### config.mk
export PLATFORM = sky130hd
export DESIGN_NAME = keypad_emulator
export DESIGN_NICKNAME = d
export VERILOG_FILES = /design/src/rtl/keypad_emulator.sv
export SDC_FILE = /design/constraint.sdc
export NUM_CORES = 1
export LEC_CHECK = 0
export BUFFER_PORTS_ARGS = -buffer_cell sky130_fd_sc_hd__buf_2
export CAP_MARGIN = 5
export CORE_MARGIN = 5
export CORE_UTILIZATION = 45
export CTS_CLUSTER_DIAMETER = 200
export CTS_CLUSTER_SIZE = 8
export DETAILED_ROUTE_END_ITERATION = 7
export PLACE_DENSITY_LB_ADDON = 0.08
export SYNTH_ARGS = -nofsm -noshare
export SYNTH_HDL_FRONTEND = slang
export SYNTH_SLANG_ARGS = --single-unit
### constraint.sdc
create_clock -name clk -period 2.21 [get_ports clk]
set_input_delay 0.3315 -clock clk [delete_from_list [all_inputs] [get_ports clk]]
set_output_delay 0.3315 -clock clk [all_outputs]
set_load 0.01 [all_outputs]
### src/rtl/keypad_emulator.sv
// keypad_emulator
//   Emulates a single key press on a 4x4 scanned keypad matrix. Requested keys
//   are queued, then "pressed" one at a time: while a key is held, the row
//   return lines echo the key's row bit whenever the scanner drives that key's
//   column strobe. After HOLD_SCANS matching strobes the key is released for
//   GAP_CYCLES cycles before the next queued key is pressed.
//
//   Build option: define KEYEMU_FIFO_EN to compile in a 4-entry request FIFO
//   (key_ready = !full). Without it a single holding register is used and a
//   request is only accepted while idle with the register empty.
//
// Parameters
//   HOLD_SCANS : matching strobe cycles per press (1-15)
//   GAP_CYCLES : released cycles after each press (4-255)
// Ports
//   clk       : clock, rising edge
//   rst_n     : synchronous active-low reset
//   key_valid : key request valid
//   key_code  : key number 0-15, stable while key_valid && !key_ready
//   key_ready : request accepted on an edge where key_valid && key_ready
//   scan_in   : column strobe from the matrix scanner
//   ret_out   : emulated row return lines
//   busy      : a key is being pressed/released or a request is waiting
//   cur_key   : key currently pressed, 16 when none
module keypad_emulator #(
    parameter int HOLD_SCANS = 2,
    parameter int GAP_CYCLES = 8
) (
    input  logic       clk,
    input  logic       rst_n,
    input  logic       key_valid,
    input  logic [3:0] key_code,
    output logic       key_ready,
    input  logic [3:0] scan_in,
    output logic [3:0] ret_out,
    output logic       busy,
    output logic [4:0] cur_key
);

    typedef enum logic [1:0] {
        IDLE,
        PRESS,
        GAP
    } state_t;

    localparam logic [3:0] HOLD_TARGET = 4'(HOLD_SCANS);
    localparam logic [7:0] GAP_LAST    = 8'(GAP_CYCLES - 1);
    localparam logic [4:0] NO_KEY      = 5'd16;

    state_t     state;
    logic [3:0] active_key;
    logic [3:0] hit_cnt;
    logic [7:0] gap_cnt;

    logic       pending;
    logic [3:0] head_key;
    logic       push;
    logic       pop;
    logic       strobe_hit;
    logic       gap_done;

    // A strobe only matches when it equals the key's one-hot column code, so
    // zero and multi-hot strobes can never register as a hit.
    assign strobe_hit = (state == PRESS) && (scan_in == (4'b1000 >> active_key[3:2]));
    assign ret_out    = strobe_hit ? (4'b0001 << active_key[1:0]) : 4'b0000;

    assign gap_done   = (state == GAP) && (gap_cnt == GAP_LAST);
    assign pop        = pending && ((state == IDLE) || gap_done);
    assign push       = key_valid && key_ready;
    assign busy       = (state != IDLE) || pending;

`ifdef KEYEMU_FIFO_EN
    logic [3:0] fifo_mem [4];
    logic [1:0] wr_ptr;
    logic [1:0] rd_ptr;
    logic [2:0] fifo_count;

    assign key_ready = (fifo_count != 3'd4);
    assign pending   = (fifo_count != 3'd0);
    assign head_key  = fifo_mem[rd_ptr];

    // Request FIFO; a push and a pop on the same edge leave the count unchanged.
    always_ff @(posedge clk) begin
        if (!rst_n) begin
            wr_ptr     <= 2'd0;
            rd_ptr     <= 2'd0;
            fifo_count <= 3'd0;
        end else begin
            if (push) begin
                fifo_mem[wr_ptr] <= key_code;
                wr_ptr           <= wr_ptr + 2'd1;
            end
            if (pop) begin
                rd_ptr <= rd_ptr + 2'd1;
            end
            case ({push, pop})
                2'b10:   fifo_count <= fifo_count + 3'd1;
                2'b01:   fifo_count <= fifo_count - 3'd1;
                default: fifo_count <= fifo_count;
            endcase
        end
    end
`else
    logic [3:0] hold_key;
    logic       hold_valid;

    assign key_ready = (state == IDLE) && !hold_valid;
    assign pending   = hold_valid;
    assign head_key  = hold_key;

    // Single holding register; it is only loaded while idle and is popped on
    // the very next edge, so push and pop never coincide.
    always_ff @(posedge clk) begin
        if (!rst_n) begin
            hold_key   <= 4'd0;
            hold_valid <= 1'b0;
        end else if (push) begin
            hold_key   <= key_code;
            hold_valid <= 1'b1;
        end else if (pop) begin
            hold_valid <= 1'b0;
        end
    end
`endif

    // Press sequencer. Counters are cleared on every state entry; cur_key is
    // registered alongside the state so it changes on the same edge.
    always_ff @(posedge clk) begin
        if (!rst_n) begin
            state      <= IDLE;
            active_key <= 4'd0;
            hit_cnt    <= 4'd0;
            gap_cnt    <= 8'd0;
            cur_key    <= NO_KEY;
        end else begin
            case (state)
                IDLE: begin
                    if (pop) begin
                        state      <= PRESS;
                        active_key <= head_key;
                        cur_key    <= {1'b0, head_key};
                        hit_cnt    <= 4'd0;
                        gap_cnt    <= 8'd0;
                    end
                end
                PRESS: begin
                    if (strobe_hit) begin
                        if ((hit_cnt + 4'd1) == HOLD_TARGET) begin
                            state   <= GAP;
                            cur_key <= NO_KEY;
                            hit_cnt <= 4'd0;
                            gap_cnt <= 8'd0;
                        end else begin
                            hit_cnt <= hit_cnt + 4'd1;
                        end
                    end
                end
                GAP: begin
                    if (gap_done) begin
                        hit_cnt <= 4'd0;
                        gap_cnt <= 8'd0;
                        if (pop) begin
                            state      <= PRESS;
                            active_key <= head_key;
                            cur_key    <= {1'b0, head_key};
                        end else begin
                            state <= IDLE;
                        end
                    end else begin
                        gap_cnt <= gap_cnt + 8'd1;
                    end
                end
                default: begin
                    state   <= IDLE;
                    cur_key <= NO_KEY;
                end
            endcase
        end
    end

endmodule

==> results of run 1 <==
[per-layer routing]
layer	vias up	share of wire	global-route usage
met1	579	0.44	0.204
met4	0	0.031	0.0888
met5	-	0	0
li1	640	-	-
met3	9	0.047	0.0287
met2	26	0.48	0.260
[state kept, by name (all words and copies together) (netlist names)]
| name | count |
|---|---|
| active_key | 4 |
| cur_key | 5 |
| gap_cnt | 8 |
| head_key | 4 |
| hit_cnt | 4 |
| hold_valid | 1 |
| state | 2 |
[worst max-delay path by stage]
stage / depth (start not counted) / to / slack, ns / from
floorplan: 4 / ret_out[2] / 0.22 / active_key[3]
global route: 5 / ret_out[3] / -0.21 / active_key[3]
global placement: 6 / ret_out[3] / 0.08 / scan_in[0]
CTS: 5 / ret_out[3] / -0.11 / active_key[3]
finish: 5 / ret_out[1] / -0.13 / active_key[3]
detailed placement: 6 / ret_out[3] / 0.06 / scan_in[3]
[cell families (layout without fill, tap and decap cells)]
family	count (synthesis)	in the layout
multiplexers	7	7
AND/OR/NAND/NOR	63	63
flip-flops	28	28
XOR/XNOR	3	3
AO/OA/AOI/OAI	42	42
adder cells (fa/ha/maj)	3	3
buffers and inverters	10	39
[worst min-delay path, stage by stage]
cell      delay [ns]
buf_2           0.09
nand3_1         0.05
a21boi_1        0.05
[repair_timing]
action	in CTS	in global routing
pin swaps	6	2
endpoints found under the setup margin	4	4
resized for setup	3	0
setup buffers	4	1
[report_power, final]
part	leakage, nW	internal, W	switching [W]	total [W]
Clock	0.0210	0.000101	0.000156	0.000257
Combinational	0.419	0.0000490	0.0000628	0.000112
Sequential	0.227	0.000518	0.0000142	0.000533
[layout by cell type (no fill, tap or decap), types with 4 or more instances in the layout]
| master | instances |
|---|---|
| a21boi_1 | 7 |
| o21ai_0 | 6 |
| nor2_1 | 5 |
| dfxtp_1 | 27 |
| and2_1 | 4 |
| mux2i_1 | 6 |
| nand2_1 | 15 |
| buf_4 | 8 |
| nand3_1 | 10 |
| a32o_1 | 4 |
| nor2b_1 | 6 |
| inv_1 | 6 |
| buf_2 | 21 |
[cell type report]
cell class | count | area (um2) | share of cell area
inverter | 6 | 22.5 | 0.0133
sequential | 28 | 562 | 0.332
multi-input combinational | 118 | 853 | 0.504
clock buffer | 4 | 36.3 | 0.0214
timing repair buffer | 29 | 165 | 0.0975
tap | 44 | 55.1 | 0.0325
[per-stage QoR]
stage                     hold slack, ns  instance area [um2]  instances  setup slack [ns]  setup TNS, ns
final                              0.223                 1690        229            -0.131         -0.359
after global routing               0.214                 1690        229            -0.206         -0.760
after CTS                          0.224                 1690        228            -0.105         -0.317
after detailed placement           0.451                 1610        220            0.0584              0
after global placement             0.445                 1610        220            0.0787              0
after floorplan                    0.446                 1440        156             0.224              0
==> run summary, run 1 <==
status: complete, but fails checks
failing checks: setup timing
Synth Register Bits: 28
first-pass GRT wire length: 5.51 mm
Core Util, Final: 0.550
Final WS setup: -0.131 ns
mux share of post-synthesis cell area: 0.0494
vias in the first global route: 1190
setup slack, reg-to-reg: 0.11 ns
Die Height: 66.6 um
Crit-path slowest cell: a2111oi_4
Distinct cells, synth: 44
Gate Count Post-Synth: 156
async set-reset flop share out of synthesis: 0
Total Routed Length: 3.22 mm
RSZ-0062 raised after global routing: yes
Routed WL per cell: 14.1 um
GRT Residual Overflow: 0
Max-Cap Viols: 0
Max H-tree Level: 1
fin crit share: 1.06
crit path time final: 2.34 ns
Starting Density: 0.469
Least-Margin Pin Slew: 0.415 ns
Synth area leaders: dfxtp_1 (39%), mux2i_1 (4.2%), nand2_1 (3.9%)
Nets: 200
syn avg cell area: 9.26 um2
sequential-to-total area share from yosys stat: 0.388
# diodes: 0
Max Fclk: 0.427 GHz
DRC errors left: 0
Synth top cells by count: dfxtp_1 (28), nand2_1 (15), nand3_1 (10), a21boi_1 (7)
total power per unit cell area: 532 nW/um2
Longest Clk Path Bufs: 2
die width: 66.6 um
Final GP Congestion: 0.712
Core Region: 3080 um2
WHS Path Cells: 3
Slew HR: 0.723
Primary FF master, synth: dfxtp_1
startpoint types: flip-flop
Synth Area in Compound Gates: 0.244
worst skew pair latency: 0.34 ns
max incr delay on CP: 0.40 ns
antenna-violating nets left: 0
share of layout cells above drive strength 1: 0.232
Ports: 22
antenna violations before repair: 0
initial drt markers: 85
CP bufs+invs: 1
CTS Hold Bufs: 0
largest family of logic cells by synthesized area: simple AND/OR/NAND/NOR gates
Post-DP HPWL: 2.36 mm
Clock transition at path regs: 0.15 ns
XOR/XNOR Fraction of Synth Area: 0.0182
Layout area overhead: 17.3%
die area: 4440 um2
worst hold path type: in -> reg
Cell Chain, Critical Path: or3b_4, a2111oi_4, o21ai_2, nor3b_1, buf_2
Crit Path Class: reg -> out
Register-to-Register Path Depth: 7
vias per inst: 5.48
Reg-to-Reg End: hit_cnt[2]
Critical Path Sink Type: output pin
total clock sinks: 28
CP arrival: 2.01 ns
input/output buffers: 21
Critical Path RT: 1.88 ns
Filler cells: 307
Peak VDD IR: 0.248 mV
Slew Viols, Final: 0
warnings from Yosys: 0
CTS tree: yes
final hold vios: 0
simple-gate area share of the yosys netlist: 0.249
crit path max fanout: 4
total CTS buffers: 3
count leader, synth: dfxtp_1
CP delay by family, top: simple AND/OR/NAND/NOR gates
Root Buffer: clkbuf_4
min-delay src: key_code[0]
area leader, netlist: dfxtp_1
mapped cell area: 1440 um2
GRT Util Overall: 0.162
Final setup viols: 4
Pwr Total: 0.000901 W
Post-synth EDFFs: 0
syn_nets: 170
DR pass1 iterations: 4
largest net degree at the start of global routing: 27
Yosys top cell area share: 0.388
Post-Synth Adder-Cell Area: 0.0260
routed vias: 1254
worst clock skew: 0.00648 ns
row count: 20
Lkg Pwr: 0.667 nW
hold endpoint: head_key[0]
Reg2Reg Launch Point: active_key[3]
Note: power is estimated with default switching activity, not from simulation.
==> inputs of run 2 (changes only) <==
==> constraint.sdc (replaced) <==
create_clock -name clk -period 2.62 [get_ports clk]
set_input_delay 0.393 -clock clk [delete_from_list [all_inputs] [get_ports clk]]
set_output_delay 0.393 -clock clk [all_outputs]
set_load 0.01 [all_outputs]
==> run 2 against run 1 <==
Against the previous run: the run now ends clean; first-iteration DRC count did not move; die area unchanged; critical path depth did not move; non-clock buffer count shrank 4; sequential cell count unchanged; worst setup slack better by 0.22 ns; register-to-register slack gained 0.41 ns; largest cell class unchanged.
==> run summary, run 2 (synthesis gave the netlist of run 1 again) <==
status: finished, final reports clean
Total Routed Length: 3.25 mm (+0.90%)
Reg-to-Reg End: cur_key[1]
Peak VDD IR: 0.261 mV (+5.3%)
sum of negative setup slack: 0 ns (+0.359 ns)
Biggest register: gap_cnt
DR pass1 iterations: 5 (+1)
GRT Util Overall: 0.157 (-0.00498)
most common cell after layout, fill and taps aside: dfxtp_1
vias per inst: 5.47 (about the same)
Longest Clk Path Bufs: 2 (unchanged)
share of layout cells above drive strength 1: 0.204 (-0.0280)
WHS Path Cells: 3 (unchanged)
Largest regs: gap_cnt x8, cur_key x5
first-pass GRT wire length: 5.42 mm (-1.6%)
worst skew pair latency: 0.34 ns (about the same)
dpl cell area: 1600 um2 (-0.93%)
GRT Residual Overflow: 0 (unchanged)
crit path time final: 2.54 ns
initial drt markers: 85 (unchanged)
Final GP Congestion: 0.764 (+7.2%)
Filler cells: 298 (-2.9%)
worst hold path type: in -> reg
hold_ws: 0.287 ns (+0.0645 ns)
hold endpoint: head_key[3]
Root Buffer: clkbuf_4
Post-DP HPWL: 2.46 mm (+4.1%)
Routed WL per cell: 14.4 um (+2.7%)
crit path max fanout: 8 (+4)
CP arrival: 2.14 ns (+0.13 ns)
CTS tree: yes
Reg2Reg Launch Point: active_key[3]
worst clock skew: 0.00972 ns (+0.00324 ns)
final hold vios: 0 (unchanged)
Ports: 22 (unchanged)
startpoint types: flip-flop
min-delay src: key_code[3]
total power per unit cell area: 494 nW/um2 (-7.1%)
Least-Margin Pin Slew: 0.730 ns (+0.315 ns)
most frequent cells in the layout: dfxtp_1 (28), buf_2 (21), nand2_1 (15)
input/output buffers: 21 (unchanged)
RSZ-0062 raised after global routing: no
Critical Path RT: 2.23 ns (+0.35 ns)
vias in the first global route: 1156 (-2.9%)
routed vias: 1231 (-1.8%)
die width: 66.6 um (unchanged)
Clock transition at path regs: 0.16 ns (about the same)
fin area: 1680 um2 (-1.0%)
# diodes: 0 (unchanged)
Max H-tree Level: 1 (unchanged)
Crit Path Class: reg -> out
die area: 4440 um2 (unchanged)
DRC errors left: 0 (unchanged)
Lkg Pwr: 0.656 nW (-1.7%)
Slew HR: 0.510 (-0.214)
largest net degree at the start of global routing: 27 (unchanged)
Nets: 196 (-2.0%)
Core Region: 3080 um2 (unchanged)
total CTS buffers: 3 (unchanged)
Pwr Total: 0.000828 W (-8.1%)
Starting Density: 0.469 (unchanged)
Register-to-Register Path Depth: 6 (-1)
antenna-violating nets left: 0 (unchanged)
max reg flops: 8 (unchanged)
Critical Path Sink Type: output pin
Layout area overhead: 16.1%
row count: 20 (unchanged)
Max Fclk: 0.394 GHz
total clock sinks: 28 (unchanged)
Final setup viols: 0 (-4)
Slew Viols, Final: 0 (unchanged)
fin crit share: 0.968
setup slack, reg-to-reg: 0.52 ns (+0.41 ns)
antenna violations before repair: 0 (unchanged)
Max-Cap Viols: 0 (unchanged)
Die Height: 66.6 um (unchanged)
==> run 2: cell type report <==
cell class | count | area, um2 | area share
repair buffers | 25 | 135 | 0.0806
multi-input cells | 118 | 851 | 0.507
clock inverters | 1 | 30.0 | 0.0179
clock buffers | 3 | 22.5 | 0.0134
inverters | 6 | 22.5 | 0.0134
well taps | 44 | 55.1 | 0.0328
flip-flops and latches | 28 | 561 | 0.334
==> run 2: timing repair <==
item                       4_1_cts  5_1_grt
resized for setup                0        1
setup buffers                    0        3
hold buffers                     0        0
setup endpoints to repair        0        2
==> run 2: worst max-delay path: stages, from the launching register on <==
cell and delay (ns):
dfxtp_1 0.38, or3b_1 0.44, a2111oi_4 0.39, o21ai_2 0.18, nor3b_1 0.25, buf_2 0.17
==> run 2: how the worst max path moves through the flow <==
stage / startpoint / to
global route: active_key[3] / ret_out[3]
floorplan: scan_in[0] / ret_out[2]
finish: active_key[3] / ret_out[2]
global placement: scan_in[0] / ret_out[2]
CTS: active_key[3] / ret_out[2]
detailed placement: scan_in[0] / ret_out[2]
==> run 2: stage by stage <==
step           setup WS (ns)  std cells   util
3_3_place_gp           0.350        218  0.519
6_report              0.0846        225  0.545
3_5_place_dp           0.256        218  0.519
2_1_floorplan          0.521        156      -
5_1_grt               0.0257        225  0.545
4_1_cts               0.0140        222  0.536
==> run 2: layer usage <==
layer	wire length, um	up-vias	track usage
met5	0	-	0
met4	37	0	0.0381
met3	157	5	0.0320
met2	1640	26	0.282
met1	1420	571	0.190
li1	-	629	-
==> run 2: power by group <==
group          switching [W]   total, W  internal, W  leakage (nW)
clock               0.000135   0.000290     0.000155        0.0279
sequential         0.0000122   0.000449     0.000437         0.227
combinational      0.0000513  0.0000890    0.0000377         0.401
total               0.000198   0.000828     0.000630         0.656
==> inputs of run 3 (changes only) <==
--- a/config.mk
+++ b/config.mk
@@ -13,6 +13,7 @@
 export CTS_CLUSTER_SIZE = 8
 export DETAILED_ROUTE_END_ITERATION = 7
 export PLACE_DENSITY_LB_ADDON = 0.08
+export RECOVER_POWER = 25
 export SYNTH_ARGS = -nofsm -noshare
 export SYNTH_HDL_FRONTEND = slang
 export SYNTH_SLANG_ARGS = --single-unit
==> run 3 against run 2 <==
Against the previous run: via count down 0.57%; combinational power down 1%; fmax about the same; power about the same; cell count unchanged; global-route usage unchanged; first-iteration DRC count down 1.2%.
==> run summary, run 3 (synthesis gave the netlist of run 1 again) <==
WHS Path Cells: 3 (unchanged)
hold endpoint: head_key[0]
# diodes: 0 (unchanged)
first-pass GRT wire length: 5.42 mm (unchanged)
initial drt markers: 84 (-1.2%)
Layout area overhead: 15.7%
Least-Margin Pin Slew: 0.739 ns (+0.00888 ns)
Slew Viols, Final: 0 (unchanged)
Total Routed Length: 3.25 mm (about the same)
Max Fclk: 0.394 GHz (about the same)
max reg flops: 8 (unchanged)
status: finished, final reports clean
Placed Cells incl. Taps: 218 (unchanged)
Post-DP HPWL: 2.46 mm (unchanged)
Reg-to-Reg End: cur_key[1]
Nets: 196 (unchanged)
Met1 Wirelength: 1.44 mm (+1.6%)
routed vias: 1224 (-0.57%)
row count: 20 (unchanged)
fin crit share: 0.968 (about the same)
total power per unit cell area: 495 nW/um2 (+0.29%)
setup slack, reg-to-reg: 0.52 ns (about the same)
sum of negative setup slack: 0 ns (unchanged)
input/output buffers: 21 (unchanged)
Slew HR: 0.504 (-0.00597)
Critical Path Sink Type: output pin
Filler cells: 301 (+1.0%)
die width: 66.6 um (unchanged)
Critical Path RT: 2.23 ns (about the same)
total CTS buffers: 3 (unchanged)
Routed WL per cell: 14.4 um (about the same)
worst clock skew: 0.0103 ns (+0.000602 ns)
fin cells: 225 (unchanged)
routed wl met3: 146 um (-7.0%)
Peak VDD IR: 0.262 mV (+0.13%)
vias per inst: 5.44 (-0.57%)
largest net degree at the start of global routing: 27 (unchanged)
GRT Residual Overflow: 0 (unchanged)
Crit Path Class: reg -> out
total clock sinks: 28 (unchanged)
crit path max fanout: 8 (unchanged)
max incr delay on CP: 0.44 ns (about the same)
Ports: 22 (unchanged)
CTS tree: yes
Root Buffer: clkbuf_4
most common cell after layout, fill and taps aside: dfxtp_1
worst skew pair latency: 0.34 ns (about the same)
Biggest register: gap_cnt
Starting Density: 0.469 (unchanged)
Register-to-Register Path Depth: 6 (unchanged)
DR pass1 iterations: 4 (-1)
Max-Cap Viols: 0 (unchanged)
final hold vios: 0 (unchanged)
min-delay src: key_code[0]
Max H-tree Level: 1 (unchanged)
met2 wire len: 1.62 mm (-0.79%)
share of layout cells above drive strength 1: 0.177 (-0.0276)
startpoint types: flip-flop
Core Util, Final: 0.543 (-0.00203)
Lkg Pwr: 0.636 nW (-3.1%)
max layer used: met4
DRC errors left: 0 (unchanged)
worst hold path type: in -> reg
antenna-violating nets left: 0 (unchanged)
Die Height: 66.6 um (unchanged)
GRT Util Overall: 0.157 (unchanged)
Reg2Reg Launch Point: active_key[3]
vias in the first global route: 1156 (unchanged)
Cell Chain, Critical Path: or3b_1, a2111oi_4, o21ai_2, nor3b_1, buf_2
Crit-path slowest cell: or3b_1
Final setup viols: 0 (unchanged)
Clock transition at path regs: 0.16 ns (about the same)
CP arrival: 2.14 ns (about the same)
Final GP Congestion: 0.764 (unchanged)
crit path time final: 2.54 ns (+0.0000664 ns)
most frequent cells in the layout: dfxtp_1 (28), buf_2 (16), nand2_1 (15)
antenna violations before repair: 0 (unchanged)
RSZ-0062 raised after global routing: no
hold_ws: 0.290 ns (+0.00310 ns)
Longest Clk Path Bufs: 2 (unchanged)
Largest regs: gap_cnt x8, cur_key x5
die area: 4440 um2 (unchanged)
Core Region: 3080 um2 (unchanged)
==> run 3: cell count changes in the layout (fill, tap and decap cells not counted) <==
cell      change
a21boi_0      +2
a21boi_1      -2
buf_2         -5
clkbuf_1      +5
==> run 3: per-layer routing <==
layer / vias to the layer above / global-route usage
li1: 627 / -
met1: 566 / 0.190
met2: 26 / 0.282
met3: 5 / 0.0320
met4: 0 / 0.0381
met5: - / 0
==> run 3: area by class of cell <==
class | instances | area [um2] | area share
multi-input cells | 118 | 851 | 0.509
flip-flops and latches | 28 | 561 | 0.336
repair buffers | 25 | 129 | 0.0772
well taps | 44 | 55.1 | 0.0330
clock inverters | 1 | 30.0 | 0.0180
clock buffers | 3 | 22.5 | 0.0135
inverters | 6 | 22.5 | 0.0135
==> run 3: through the flow <==
stage               cell area [um2]  setup slack [ns]  total power [W]
finish                         1670            0.0846         0.000828
global route                   1670            0.0257         0.000860
CTS                            1650            0.0140         0.000834
detailed placement             1600             0.256         0.000547
global placement               1600             0.350         0.000545
floorplan                      1440             0.521         0.000512
==> run 3: worst max path at each step <==
stage	cells past startpoint	from	slack, ns	end
2_1_floorplan	4	scan_in[0]	0.52	ret_out[2]
3_3_place_gp	6	scan_in[0]	0.35	ret_out[2]
3_5_place_dp	6	scan_in[0]	0.26	ret_out[2]
4_1_cts	5	active_key[3]	0.01	ret_out[2]
5_1_grt	6	active_key[3]	0.03	ret_out[3]
6_report	5	active_key[3]	0.08	ret_out[2]
==> run 3: what timing repair did <==
item                                    4_1_cts  5_1_grt
setup buffers                                 0        3
endpoints found under the setup margin        0        2
hold buffers                                  0        0
gates resized for setup                       0        1
==> run 3: power by group <==
part	internal (W)	total [W]	switching [W]
combinational	0.0000368	0.0000879	0.0000511
sequential	0.000437	0.000450	0.0000123
clock	0.000155	0.000290	0.000135
total	0.000629	0.000828	0.000199
==> run 3: worst max-delay path, delay by kind of cell, from the launching register on <==
kind / cells / cell delay [ns]
compound gates: 2 / 0.57
buf+inv: 1 / 0.17
flops: 1 / 0.38
simple gates: 2 / 0.69
